`config.mk`:
```
export PLATFORM = sky130hd
export DESIGN_NAME = uart_frame_rx
export DESIGN_NICKNAME = d
export VERILOG_FILES = /design/src/rtl/uart_frame_rx.sv
export SDC_FILE = /design/constraint.sdc
export NUM_CORES = 1
export LEC_CHECK = 0
export ABC_AREA = 0
export CORE_MARGIN = 5
export CORE_UTILIZATION = 51
export DETAILED_ROUTE_END_ITERATION = 10
export HOLD_SLACK_MARGIN = 0.08
export PLACE_DENSITY = 0.69
export REMOVE_ABC_BUFFERS = 1
export SYNTH_ARGS = -nofsm -noshare
export SYNTH_HDL_FRONTEND = slang
export SYNTH_SLANG_ARGS = --single-unit
```
`constraint.sdc`:
```
create_clock -name clock -period 3.8 [get_ports clock]
set_input_delay 0.57 -clock clock [delete_from_list [all_inputs] [get_ports clock]]
set_output_delay 0.57 -clock clock [all_outputs]
set_load 0.05 [all_outputs]
```
`src/rtl/uart_frame_rx.sv`:
```
// Frame parser behind a UART receiver: collects SOF, LEN, payload, CHK frames,
// validates them, and replays good payloads on a valid/ready byte stream.
module uart_frame_rx #(
  parameter int          MAX_LEN      = 16,
  parameter int          TIMEOUT_CLKS = 52080,
  parameter logic [7:0]  SOF          = 8'hAA
) (
  input  logic       clock,
  input  logic       reset_n,
  input  logic       i_rx_dv,
  input  logic [7:0] i_rx_byte,
  input  logic       i_ready,
  output logic       o_byte_valid,
  output logic [7:0] o_byte,
  output logic       o_last,
  output logic       o_err_len,
  output logic       o_err_chk,
  output logic       o_err_timeout,
  output logic       o_overrun,
  output logic [7:0] o_frame_count
);

  localparam int IW = $clog2(MAX_LEN + 1);
  localparam int AW = (MAX_LEN > 1) ? $clog2(MAX_LEN) : 1;
  localparam int TW = $clog2(TIMEOUT_CLKS);

  typedef enum logic [2:0] {IDLE, GET_LEN, GET_PAY, GET_CHK, STREAM} state_t;

  state_t          state, state_d;
  logic [7:0]      len, len_d;
  logic [7:0]      sum, sum_d;
  logic [IW-1:0]   wr_idx, wr_idx_d;
  logic [IW-1:0]   rd_idx, rd_idx_d;
  logic [TW-1:0]   tcnt, tcnt_d;
  logic [7:0]      count_d;
  logic            err_len_d, err_chk_d, err_timeout_d, overrun_d;
  logic            buf_we;
  logic [7:0]      mem [MAX_LEN];

  assign buf_we = (state == GET_PAY) && i_rx_dv;

  // Payload storage carries no reset; its contents only matter once a frame is complete.
  always_ff @(posedge clock) begin
    if (buf_we) begin
      mem[wr_idx[AW-1:0]] <= i_rx_byte;
    end
  end

  always_comb begin
    state_d       = state;
    len_d         = len;
    sum_d         = sum;
    wr_idx_d      = wr_idx;
    rd_idx_d      = rd_idx;
    tcnt_d        = tcnt;
    count_d       = o_frame_count;
    err_len_d     = 1'b0;
    err_chk_d     = 1'b0;
    err_timeout_d = 1'b0;
    overrun_d     = 1'b0;

    case (state)
      IDLE: begin
        if (i_rx_dv && (i_rx_byte == SOF)) begin
          state_d = GET_LEN;
          tcnt_d  = '0;
        end
      end

      GET_LEN, GET_PAY, GET_CHK: begin
        // A byte arriving on the terminal count is processed and beats the timeout.
        if (i_rx_dv) begin
          tcnt_d = '0;
          if (state == GET_LEN) begin
            len_d = i_rx_byte;
            sum_d = i_rx_byte;
            if ((i_rx_byte == 8'd0) || (i_rx_byte > 8'(MAX_LEN))) begin
              err_len_d = 1'b1;
              state_d   = IDLE;
            end else begin
              wr_idx_d = '0;
              state_d  = GET_PAY;
            end
          end else if (state == GET_PAY) begin
            sum_d    = sum + i_rx_byte;
            wr_idx_d = wr_idx + 1'b1;
            if (8'(wr_idx) == (len - 8'd1)) begin
              state_d = GET_CHK;
            end
          end else begin
            if (i_rx_byte == sum) begin
              rd_idx_d = '0;
              state_d  = STREAM;
            end else begin
              err_chk_d = 1'b1;
              state_d   = IDLE;
            end
          end
        end else if (tcnt == TW'(TIMEOUT_CLKS - 1)) begin
          err_timeout_d = 1'b1;
          state_d       = IDLE;
        end else begin
          tcnt_d = tcnt + 1'b1;
        end
      end

      STREAM: begin
        overrun_d = i_rx_dv;
        if (i_ready) begin
          if (o_last) begin
            count_d = o_frame_count + 8'd1;
            state_d = IDLE;
          end else begin
            rd_idx_d = rd_idx + 1'b1;
          end
        end
      end

      default: state_d = IDLE;
    endcase
  end

  // Outputs are registered from the next-state view so the first payload byte
  // appears in the cycle right after the checksum byte.
  always_ff @(posedge clock or negedge reset_n) begin
    if (!reset_n) begin
      state         <= IDLE;
      len           <= '0;
      sum           <= '0;
      wr_idx        <= '0;
      rd_idx        <= '0;
      tcnt          <= '0;
      o_byte_valid  <= 1'b0;
      o_byte        <= '0;
      o_last        <= 1'b0;
      o_err_len     <= 1'b0;
      o_err_chk     <= 1'b0;
      o_err_timeout <= 1'b0;
      o_overrun     <= 1'b0;
      o_frame_count <= '0;
    end else begin
      state         <= state_d;
      len           <= len_d;
      sum           <= sum_d;
      wr_idx        <= wr_idx_d;
      rd_idx        <= rd_idx_d;
      tcnt          <= tcnt_d;
      o_byte_valid  <= (state_d == STREAM);
      o_byte        <= (state_d == STREAM) ? mem[rd_idx_d[AW-1:0]] : 8'd0;
      o_last        <= (state_d == STREAM) && (8'(rd_idx_d) == (len_d - 8'd1));
      o_err_len     <= err_len_d;
      o_err_chk     <= err_chk_d;
      o_err_timeout <= err_timeout_d;
      o_overrun     <= overrun_d;
      o_frame_count <= count_d;
    end
  end

endmodule

```
==> metrics.md, run 1 <==
| Metric | Value |
|---|---|
| Status | finished clean |
| Power per Cell Area | 405 mW/mm² |
| Crit-path cells | clkdlybuf4s50_1 > ha_1 > or3_1 > buf_4 > nor4_1 > o21bai_1 > a21oi_1 > inv_1 > mux2_2 > o2111ai_1 > nand4_1 |
| Skew final | 9.22 ps |
| Fill cells | 1481 |
| Number of DRC markers in iteration 0 | 490 |
| Post-CTS Repair Setup Buffers | 0 |
| Post-synth top area cell | edfxtp_1 |
| Yosys cell types | 60 |
| Via count | 6866 |
| CP Data Required Time | 4110 ps |
| Die width | 145 µm |
| First-pass GRT wire length | 35.6 mm |
| Switching share of power | 22.0% |
| Maximum VDD drop | 0.353 mV |
| Critical path class | in2reg |
| Final ANT Viol Nets | 0 |
| CTS tree | done |
| Final Hold Vio Count | 0 |
| Vias in the first global route | 6618 |
| ANT cells | 0 |
| Critical Path Source Type | input pin |
| Post-synth ARST share | 34.4% |
| WL final | 22.4 mm |
| CP max stage cell | clkdlybuf4s50_1 |
| CP Capture Type | register |
| Sequential share of power | 52.4% |
| Yosys warning total | 0 |
| Worst skew pair latency | 440 ps |
| Root Driver | clkbuf_16 |
| DRT Pass-1 Iters | 5 |
| WHS | 243 ps |
| Worst Reg-to-Reg Cells | 8 |
| Clock Path Buffers | 2 |
| Period minus WS final | 3430 ps |
| Chip height | 145 µm |
| Post-synthesis sequential area ratio | 59.6% |
| CTS Buf Count | 17 |
| Initial antenna violation count | 0 |
| Vias per Instance | 5.89 |
| Worst-path clk slew | 70 ps |
| Hpwl dp | 14.7 mm |
| Initial Utilization | 51.7% |
| Crit share post-route | 90.3% |
| Static Leak | 4.09 nW |
| Worst Max-Slew Pin Slew | 928 ps |
| Placed cell area | 0.0100 mm² |
| # DRC | 0 |
| Post-synth EDFFs | 128 |
| Rel. slew slack | 38.2% |
| Cell internal pwr | 3.37 mW |
| Reg2reg end | o_byte[7] |
| Detailed-route wire length per cell | 19.2 µm |
| Synth top area share | 41.5% |
| Final Util | 59.6% |
| Placer Congestion | 0.858 |
| Reg2Reg Setup Slack | 690 ps |
| CP max FO | 6 |
| GRT Resource Usage Total | 22.3% |
| Final setup vio count | 0 |
| Cts hold-fix bufs | 0 |
| Max Fclk | 291 MHz |
| Worst EP arrival | 3740 ps |
| Yosys reg bits | 195 |
| Logic pwr share | 2.6% |
| Share of layout cells above drive strength 1 | 8.54% |
| Port bufs | 33 |
| Max cap viols | 0 |
| Grt ovf | 0 |
| Synth area leaders | edfxtp_1 41%, dfrtp_1 18%, nand2_1 6.3% |
| Area growth, synth to finish | 15.1% |
| Die ar. | 0.0210 mm² |
| Mapped Cells | 881 |
| Num ports | 34 |
| Resize count post-CTS | 0 |
| Post-route design area | 0.0107 mm² |
| Site Rows | 49 |
| Final-stage net count | 953 |
| Primary FF master, synth | edfxtp_1 |
| Mapped cell area | 0.00926 mm² |
| Largest net degree at the start of global routing | 68 |
| CP peak stage delay | 520 ps |
| CTS Sinks | 195 |
| Hold crit path type | in2async |
| Clock power frac | 45.0% |
| H-tree level count | 4 |
| Switching pwr | 0.949 mW |
| Core box area | 0.0179 mm² |
| Post-Syn Area per Cell | 10.5 µm² |
| RSZ-0062 raised after global routing | no |
| Max-slew violations | 0 |
| Worst R2R Start | sum[0] |
## layer usage
layer	up-vias	wire length (µm)	global-route usage, %
li1	3261	-	-
met1	3341	9830	30.3
met2	231	10900	36.9
met3	33	1200	4.17
met4	0	420	6.38
met5	-	0	0
## how the worst max path moves through the flow
stage	slack, ps	startpoint	end	depth (start not counted)
detailed placement	-90	i_rx_byte[1]	o_byte[6]	11
CTS	340	i_rx_byte[1]	o_byte[6]	11
finish	370	i_rx_byte[1]	o_byte[6]	11
floorplan	-160	i_rx_byte[5]	o_byte[6]	8
global route	180	i_rx_byte[1]	o_byte[6]	11
global placement	-70	i_rx_byte[1]	o_byte[6]	11
## state kept, by name (all words and copies together), names as in the netlist, 5 cells and up
register	flops
len	8
mem	128
o_byte	8
o_frame_count	8
rd_idx	5
sum	8
tcnt	16
wr_idx	5
## cell usage after synthesis (2+ instances only)
cell type	number
nand2_1	155
edfxtp_1	128
nor2_1	82
nand3_1	68
dfrtp_1	67
a21oi_1	42
clkbuf_1	32
nor3_1	30
inv_1	21
nand4_1	20
xnor2_1	20
a31oi_1	19
o21ai_0	19
xor2_1	18
ha_1	16
o211ai_1	15
o22ai_1	15
and2_1	13
and3_1	8
nor4_1	8
buf_2	7
mux2i_1	7
mux2_2	5
nor2b_1	5
a21o_1	4
buf_1	4
or4_1	4
and4_1	3
nand2b_1	3
nand4b_1	3
nor3b_1	3
or3_1	3
inv_2	2
nand3b_1	2
o21a_1	2
o21bai_1	2
o31ai_1	2
or4bb_1	2
## layout by cell type (no fill, tap or decap), drive strengths merged, types with 2 or more instances in the layout
cell / count
and2: 14
nand3b: 2
o21a: 2
o211ai: 16
o21ai: 19
o21bai: 3
nand3: 68
mux2: 5
bufinv: 3
clkdlybuf4s50: 32
ha: 16
nor2: 82
o31ai: 2
nand2: 155
buf: 36
a21oi: 42
clkbuf: 17
a31oi: 19
nor4: 8
nand4: 20
and3: 8
o22ai: 15
or4: 5
xnor2: 20
nor2b: 5
nand2b: 3
a21o: 4
edfxtp: 128
mux2i: 7
xor2: 18
nor3: 30
nor3b: 3
inv: 32
and4: 3
or4bb: 2
dfrtp: 67
or3: 3
clkinv: 3
nand4b: 3
## worst max-delay path: cells and delay by family
family	cells	cell delay [ps]
AO/OA/AOI/OAI	3	680
buffers and inverters	3	860
adder cells (fa/ha/maj)	1	370
AND/OR/NAND/NOR	3	950
multiplexers	1	310
## logic make-up after synthesis
family                     share of synthesized area [%]
xor gates and xnor gates                            3.59
DFF                                                 59.6
and+or+nand+nor                                     21.1
adders and majority gates                           2.38
AOI/OAI and AO/OA                                   9.10
buffers and inverters                               2.82
muxes                                               1.36
## area by class of cell
class	count	area, µm²	area share, %
flip-flops and latches	195	5520	51.8
clock buffers	17	425	3.99
well taps	229	287	2.69
multi-input cells	619	3480	32.6
inverters	23	86.3	0.810
clock inverters	15	210	1.97
repair buffers	68	653	6.13
## power groups by stage
stage	clock [mW]	sequential (mW)	combinational, mW
3_3_place_gp	0	2.31	0.110
5_1_grt	2.06	2.26	0.122
3_5_place_dp	0	2.31	0.112
2_1_floorplan	0	2.31	0.0309
6_report	1.94	2.26	0.111
4_1_cts	1.97	2.26	0.113
## metrics by stage
stage / setup slack [ps] / std cells / TNS, ps / total power [mW]
6_report: 369 / 1166 / 0 / 4.32
2_1_floorplan: -161 / 837 / -666 / 2.34
3_5_place_dp: -91.0 / 1134 / -91.0 / 2.42
4_1_cts: 336 / 1166 / 0 / 4.34
5_1_grt: 179 / 1166 / 0 / 4.45
3_3_place_gp: -67.9 / 1134 / -67.9 / 2.42
Power figures use the tool's default switching activity.
==> inputs of run 2 (changes only) <==
--- a/config.mk
+++ b/config.mk
@@ -6,7 +6,8 @@
 export NUM_CORES = 1
 export LEC_CHECK = 0
 export ABC_AREA = 0
-export CORE_MARGIN = 5
+export CAP_MARGIN = 20
+export CORE_MARGIN = 2
 export CORE_UTILIZATION = 51
 export DETAILED_ROUTE_END_ITERATION = 10
 export HOLD_SLACK_MARGIN = 0.08
==> run 2 against run 1 <==
Highest routed layer unchanged. Count of clock-buffer cells in the layout unchanged. Core utilization shrank 0.25 points. Clock power is 3% lower. Sequential share of layout area rose by 0.22 points. Global-route usage rose by 1.3 points. Cell count is 0.26% lower. Register-to-register slack lost 130 ps. Die area decreased by 8.1%. Combinational power barely moved.
==> metrics.md, run 2 (synthesis gave the netlist of run 1 again) <==
| Metric | Value |
|---|---|
| Status | finished clean |
| Switching share of power | 21.4% (-0.59 points) |
| Static Leak | 4.06 nW (-0.82%) |
| Max Fclk | 295 MHz (+1.2%) |
| Port bufs | 33 (unchanged) |
| CP Capture Type | register |
| Period minus WS final | 3390 ps (-41.9 ps) |
| Critical path class | in2reg |
| Met2 Wirelength | 11.0 mm (+0.38%) |
| CP Data Required Time | 4110 ps (about the same) |
| Die ar. | 0.0193 mm² (-8.1%) |
| Core box area | 0.0179 mm² (unchanged) |
| Top sig layer | met4 |
| Grt ovf | 0 (unchanged) |
| Clock power frac | 44.3% (-0.7 points) |
| Sequential share of power | 53.1% (+0.7 points) |
| Max cap viols | 0 (unchanged) |
| Site Rows | 49 (unchanged) |
| Worst Max-Slew Pin Slew | 992 ps (+64.6 ps) |
| CP peak stage delay | 540 ps (+20 ps) |
| Metal3 WL | 1.11 mm (-7.9%) |
| H-tree level count | 4 (unchanged) |
| ANT cells | 0 (unchanged) |
| Max-slew violations | 0 (unchanged) |
| Hold crit path type | in2async |
| Maximum VDD drop | 0.269 mV (-24%) |
| Vias per Instance | 5.91 (+0.35%) |
| Worst skew pair latency | 440 ps (about the same) |
| DRT Pass-1 Iters | 5 (unchanged) |
| Crit share post-route | 89.2% (-1.1 points) |
| Logic pwr share | 2.6% (about the same) |
| Met1 WL | 9.80 mm (-0.28%) |
| Final Hold Vio Count | 0 (unchanged) |
| Cts hold-fix bufs | 0 (unchanged) |
| CP max FO | 14 (+8) |
| Cell internal pwr | 3.35 mW (-0.47%) |
| Final setup vio count | 0 (unchanged) |
| RSZ-0062 raised after global routing | no |
| Root Driver | clkbuf_16 |
| Final-stage net count | 951 (-0.21%) |
| CP max stage cell | or4_4 |
| Detailed-route wire length per cell | 19.2 µm (about the same) |
| Area growth, synth to finish | 14.6% |
| Chip height | 139 µm (-4.1%) |
| Die width | 139 µm (-4.1%) |
| PnR worst setup slack | 410 ps (+41.9 ps) |
| Fill cells | 1471 (-0.68%) |
| CTS tree | done |
| GRT Resource Usage Total | 23.6% (+1.3 points) |
| Commonest non-fill, non-tap cell in the layout | nand2_1 |
| Worst Path Buf+Inv | 3 (unchanged) |
| Rel. slew slack | 33.9% (-4.3 points) |
| Post-route design area | 0.0106 mm² (-0.42%) |
| Via count | 6872 (+0.087%) |
| Hpwl dp | 14.6 mm (-0.50%) |
| Power per Cell Area | 402 mW/mm² (-0.80%) |
| Critical Path Source Type | input pin |
| Vias in the first global route | 6548 (-1.1%) |
| # DRC | 0 (unchanged) |
| Placed cell area | 0.0100 mm² (-0.27%) |
| Largest net degree at the start of global routing | 68 (unchanged) |
| Initial Utilization | 51.7% (unchanged) |
| Crit-path cells | clkdlybuf4s50_1 > ha_1 > or4_4 > or4_1 > buf_4 > and2_0 > buf_12 > o22ai_1 > nor2_1 > o211ai_1 > nand4_1 |
| Worst EP arrival | 3700 ps (-40 ps) |
| Post-CTS Repair Setup Buffers | 0 (unchanged) |
| Num ports | 34 (unchanged) |
| Initial antenna violation count | 0 (unchanged) |
| Max reg flops | 128 (unchanged) |
| Final ANT Viol Nets | 0 (unchanged) |
| CTS Buf Count | 17 (unchanged) |
| Skew final | 15.2 ps (+5.96 ps) |
| First-pass GRT wire length | 35.4 mm (-0.52%) |
| Number of DRC markers in iteration 0 | 569 (+16%) |
| Placer Congestion | 0.878 (+2.3%) |
| Clock Path Buffers | 2 (unchanged) |
| Worst-path clk slew | 70 ps (about the same) |
| Final Util | 59.3% (-0.25 points) |
| Resize count post-CTS | 0 (unchanged) |
| Top Family by Delay on Critical Path | simple AND/OR/NAND/NOR gates |
| Switching pwr | 0.912 mW (-3.9%) |
| Commonest cells after routing, fill and taps aside | 155 x nand2_1, 128 x edfxtp_1, 82 x nor2_1 |
| CTS Sinks | 195 (unchanged) |
| DP Worst Slack | -40.4 ps (+50.6 ps) |
| WHS | 256 ps (+13.7 ps) |
| Share of layout cells above drive strength 1 | 8.35% (-0.19 points) |
| WL final | 22.3 mm (-0.24%) |
==> run 2: layout make-up <==
type	instances	area, µm²	area share [%]
clock buffers	17	425	4.01
well taps	229	287	2.70
repair buffers	66	626	5.89
clock inverters	14	193	1.81
flip-flops and latches	195	5520	52.0
inverters	23	86.3	0.813
multi-input cells	619	3480	32.8
==> run 2: path summary, 6_finish.rpt <==
path / start / endpoint / slack [ps] / depth (start not counted)
min in group clock: o_frame_count[7] / o_frame_count[7] / 490 / 1
max in group asynchronous: reset_n / sum[4] / 2920 / 1
setup reg to reg: state[0] / o_byte[5] / 560 / 8
setup / recovery: i_rx_byte[5] / o_byte[5] / 410 / 11
hold reg to reg: o_frame_count[7] / o_frame_count[7] / 490 / 1
hold / removal: reset_n / o_frame_count[7] / 260 / 1
==> run 2: worst register-to-register path, stage by stage, from the launching register on <==
cell      delay [ps]
dfrtp_1          490
or3b_1           830
a21oi_1          350
o21bai_1         190
a21oi_1          120
buf_4            180
nor2_1           530
o211ai_1         310
nand4_1          170
==> run 2: metal layers <==
metal / global-route usage [%] / vias up
met4: 8.77 / 0
met3: 3.42 / 36
met2: 37.6 / 218
met1: 33.3 / 3365
met5: 0 / -
li1: - / 3253
==> run 2: stage by stage <==
step,std cells,TNS (ps),power [mW]
floorplan,837,-666,2.34
global placement,1132,-0.188,2.42
detailed placement,1132,-62.4,2.42
CTS,1163,0,4.29
global route,1163,0,4.38
finish,1163,0,4.26
==> run 2: power groups by stage <==
stage               registers [mW]  logic (mW)  clock network [mW]
floorplan                     2.31      0.0309                   0
detailed placement            2.31       0.112                   0
global route                  2.26       0.122                1.99
CTS                           2.26       0.112                1.92
finish                        2.26       0.111                1.89
global placement              2.31       0.110                   0
